**config.mk**
```make
export PLATFORM = sky130hd
export DESIGN_NAME = mod_counter
export DESIGN_NICKNAME = d
export VERILOG_FILES = /design/src/rtl/mod_counter.sv
export SDC_FILE = /design/constraint.sdc
export NUM_CORES = 1
export LEC_CHECK = 0
export ABC_AREA = 1
export CAP_MARGIN = 20
export CORE_MARGIN = 3
export CORE_UTILIZATION = 35
export DETAILED_ROUTE_END_ITERATION = 7
export GPL_TIMING_DRIVEN = 0
export PLACE_DENSITY = 0.71
export SLEW_MARGIN = 25
export SYNTH_ARGS = -nofsm -noshare
export SYNTH_HDL_FRONTEND = slang
export SYNTH_SLANG_ARGS = --single-unit
export TNS_END_PERCENT = 30
```
**constraint.sdc**
```tcl
create_clock -name clk -period 2.1 [get_ports clk]
set_input_delay 0.42 -clock clk [delete_from_list [all_inputs] [get_ports clk]]
set_output_delay 0.42 -clock clk [all_outputs]
set_load 0.03 [all_outputs]
```
**src/rtl/mod_counter.sv**
```systemverilog
// Up/down modulo counter with prescaler, wrap/saturate modes,
// terminal-count pulse and sticky wrap flag.
module mod_counter #(
    parameter int N   = 8,
    parameter int PRE = 1
) (
    input  logic         clk,
    input  logic         reset,
    input  logic         en,
    input  logic         clr,
    input  logic         load,
    input  logic         up,
    input  logic         sat,
    input  logic [N-1:0] load_val,
    input  logic [N-1:0] max_val,
    output logic [N-1:0] count,
    output logic         tc,
    output logic         ovf
);

    localparam int PW = (PRE > 1) ? $clog2(PRE) : 1;
    localparam logic [PW-1:0] PS_LAST = PW'(PRE - 1);

    logic [PW-1:0] ps;
    logic          step;
    logic          term;
    logic [N-1:0]  nxt;

    always_comb begin
        step = en && (ps == PS_LAST);
        term = up ? (count >= max_val) : (count == '0);
        nxt  = count;
        if (up) begin
            if (term) nxt = sat ? max_val : '0;
            else      nxt = count + N'(1);
        end else begin
            // a count above the bound (e.g. after load) snaps down to it
            if (term)                 nxt = sat ? '0 : max_val;
            else if (count > max_val) nxt = max_val;
            else                      nxt = count - N'(1);
        end
    end

    always_ff @(posedge clk) begin
        if (reset) begin
            count <= '0;
            ps    <= '0;
            tc    <= 1'b0;
            ovf   <= 1'b0;
        end else if (clr) begin
            count <= '0;
            ps    <= '0;
            tc    <= 1'b0;
            ovf   <= 1'b0;
        end else if (load) begin
            count <= load_val;
            ps    <= '0;
            tc    <= 1'b0;
        end else if (en) begin
            if (step) begin
                ps    <= '0;
                count <= nxt;
                tc    <= term;
                if (term && !sat) ovf <= 1'b1;
            end else begin
                ps <= ps + PW'(1);
                tc <= 1'b0;
            end
        end else begin
            tc <= 1'b0;
        end
    end

endmodule

```
==> impl_metrics.tcl <==
set metrics [dict create \
    max_slew_margin 0.675 \
    max_cap_violations 0 \
    period_share 0.953 \
    initial_core_util 0.373 \
    leakagePower_nw 0.956 \
    cell_taking_the_most_area_after_synthesis "sky130_fd_sc_hd__nand2_1" \
    synth.yosys.seq_area_share 0.158 \
    drt_iter0_drc 61 \
    worst_setup_path_start_kind "input pin" \
    run_status "completed" \
    final_clock_skew_ns 0.00199 \
    synth_cell_type_count 26 \
    avgRoutedWirePerCell_um 11.7 \
    place_congestion 0.886 \
    finish_stage_setup_viols 0 \
    grt_antenna_before_repair 0 \
    largest_net_degree_at_the_start_of_global_routing 11 \
    min_period_ns 2.00 \
    slew_violations 0 \
    most-common-layout-cells "sky130_fd_sc_hd__nand2_1 (86), sky130_fd_sc_hd__inv_1 (26), sky130_fd_sc_hd__nor2_1 (25)" \
    final_cells 336 \
    power_density_mw_per_mm2 456 \
    critPathRequiredTime_ns 2.21 \
    fmax_ghz 0.499 \
    timing.critical_path.buf_inv 3 \
    chipHeight_um 69.2 \
    synth_seq_cells 11 \
    routed-via-count 1681 \
    io_pins 33 \
    wl_um 3930 \
    top_fanout_value_on_the_critical_path 5 \
    tritoncts "built" \
    route.detailed.vias_per_inst 5.00 \
    finish.utilization 0.506 \
    layout-area-overhead-vs-synth_pct 35.8 \
    syn-cell-area_mm2 0.00140 \
    peakVddDrop_v 0.000314 \
    timing_hold_violations_final 0 \
    global_route_wire_length_before_repair_um 6780 \
    crit_chain "dlygate4sd2_1 > inv_2 > ha_4 > a21o_1 > nor2_4 > nand4_1 > nand2_2 > buf_6 > nand3_1 > nand2_1 > nand3_1 > nand2_1 > a21oi_1" \
    cts_root_buffer "sky130_fd_sc_hd__clkbuf_8" \
    post-place-cells 329 \
    cts-htree-levels 1 \
    syn-instance-count 251 \
    insertedDiodeCount 0 \
    ys_async_sr_fraction 0 \
    io_buffer_count 30 \
    fp.dieArea_mm2 0.00478 \
    layout_commonest_cell "sky130_fd_sc_hd__nand2_1" \
    detailedRoute.firstPassIterationCount 4 \
    worstSetupEndpointType "flop" \
    drcViolationCount 0 \
    vias_in_the_first_global_route 1510 \
    hold_slack_ns 0.441 \
    count_of_flip_flops_with_a_built_in_enable_after_synthesis 0 \
    max_slew.worst_pin.slew_ns 0.487 \
    grt.total_usage 0.169 \
    fillerInstances 419 \
    min-delay-path-class "flop to flop" \
    worst_skew_pair.late_latency_ns 0.23 \
    ctsLongestPathBuffers 2 \
    design.final.nets 322 \
    placementRows 22 \
    cts_inserted_buffers 3 \
    placeableCoreArea_mm2 0.00374 \
    cts_num_sinks 11 \
    synthDominantCellAreaShare 0.239 \
    postRouteAntennaNets 0 \
    worstPathArrival_ns 2.11 \
    timing.critical_path.slowest_stage_cell "sky130_fd_sc_hd__dlygate4sd2_1" \
    die-width_um 69.2 \
    timing.critical_path.slowest_cell_delay_ns 0.26 \
    synthesis.nets 284 \
    critical_path_class "input pin to flop" \
    layout_cell_share_with_drive_strength_beyond_1 0.149 \
    place_hpwl_um 3060 \
    syn_area_per_cell_um2 5.56 \
    gr_overflow_total 0 \
    postSynth.topFlopCell "sky130_fd_sc_hd__dfxtp_1" \
    synthTopCellsByArea "sky130_fd_sc_hd__nand2_1 (24%), sky130_fd_sc_hd__dfxtp_1 (16%), sky130_fd_sc_hd__ha_1 (9.0%), sky130_fd_sc_hd__nand3_1 (9.0%), sky130_fd_sc_hd__a21oi_1 (8.2%)" \
    cell_class_contributing_the_biggest_share_of_worst_path_delay "simple AND/OR/NAND/NOR gates" \
    synthesis.yosys.warnings 0 \
    clk_pin_slew_ns 0.05 \
]
cells by family after synthesis:
group | Yosys count | share of synthesized area
XOR/XNOR | 8 | 0.0502
adder cells (fa/ha/maj) | 10 | 0.0896
AO/OA/AOI/OAI | 31 | 0.119
flip-flops | 11 | 0.158
AND/OR/NAND/NOR | 154 | 0.470
buffers and inverters | 37 | 0.113
routing by layer:
layer | up-vias | global-route usage | wire [µm]
met1 | 763 | 0.229 | 1820
li1 | 876 | - | -
met3 | 2 | 0.0306 | 201
met2 | 40 | 0.282 | 1890
met5 | - | 0 | 0
met4 | 0 | 0.0282 | 27
cell usage after synthesis (all sizes together), types with 2 or more instances:
| master | instances |
|---|---|
| nand3 | 26 |
| ha | 10 |
| a21oi | 23 |
| nand2 | 93 |
| nor3 | 2 |
| buf | 5 |
| dfxtp | 11 |
| o21ai | 4 |
| clkbuf | 3 |
| nor2 | 29 |
| nand4 | 3 |
| inv | 28 |
| xnor2 | 3 |
| xor2 | 5 |
repair_timing:
action | 4_1_cts | 5_1_grt
endpoints found under the setup margin | 9 | 9
hold buffers | 0 | 0
pin swaps | 7 | 6
gates cloned | 1 | 0
buffers inserted | 2 | 0
resized for setup | 25 | 23
worst register-to-register path, stage by stage (launching register included):
cell and delay (ns):
sky130_fd_sc_hd__dfxtp_2 0.43, sky130_fd_sc_hd__ha_1 0.28, sky130_fd_sc_hd__nand2_2 0.10, sky130_fd_sc_hd__a21oi_2 0.05
sky130_fd_sc_hd__nor2_4 0.18, sky130_fd_sc_hd__nand4_1 0.14, sky130_fd_sc_hd__nand2_2 0.13, sky130_fd_sc_hd__buf_6 0.13
sky130_fd_sc_hd__nand3_1 0.06, sky130_fd_sc_hd__nand2_1 0.06, sky130_fd_sc_hd__nand3_1 0.07, sky130_fd_sc_hd__nand2_1 0.10
sky130_fd_sc_hd__a21oi_1 0.06
cell type report:
class / count / area (µm²) / share of cell area
Multi-Input combinational cell: 203 / 1100 / 0.582
Timing Repair Buffer: 33 / 298 / 0.157
Buffer: 8 / 55.1 / 0.0290
Sequential cell: 11 / 226 / 0.119
Inverter: 29 / 109 / 0.0574
Tap cell: 48 / 60.1 / 0.0317
Clock buffer: 4 / 45.0 / 0.0238
flip-flops by register name (all words and copies together), names as in the netlist:
signal / cells
count: 8
ovf: 1
ps: 1
tc: 1
power by group:
part | internal [W] | total, W | switching (W)
Clock | 0.000133 | 0.000205 | 0.0000727
Sequential | 0.000220 | 0.000239 | 0.0000183
Combinational | 0.000175 | 0.000420 | 0.000245
path summary, 6_finish.rpt:
| check | start | end | slack [ns] | depth (start not counted) |
|---|---|---|---|---|
| setup / recovery | max_val[7] | count[1] | 0.1 | 13 |
| hold / removal | ps | ps | 0.44 | 2 |
| setup reg to reg | count[6] | count[1] | 0.18 | 12 |
| hold reg to reg | ps | ps | 0.44 | 2 |
through the flow:
stage               setup TNS, ns  setup WS [ns]  power (W)  instance area [µm²]
global placement            -4.39         -0.525   0.000624                 1760
global route             -0.00418       -0.00418   0.000943                 1900
detailed placement          -4.63         -0.547   0.000629                 1760
finish                          0         0.0978   0.000864                 1900
CTS                             0         0.0233   0.000865                 1900
floorplan                       0         0.0675   0.000506                 1400
Note: power is estimated with default switching activity, not from simulation.
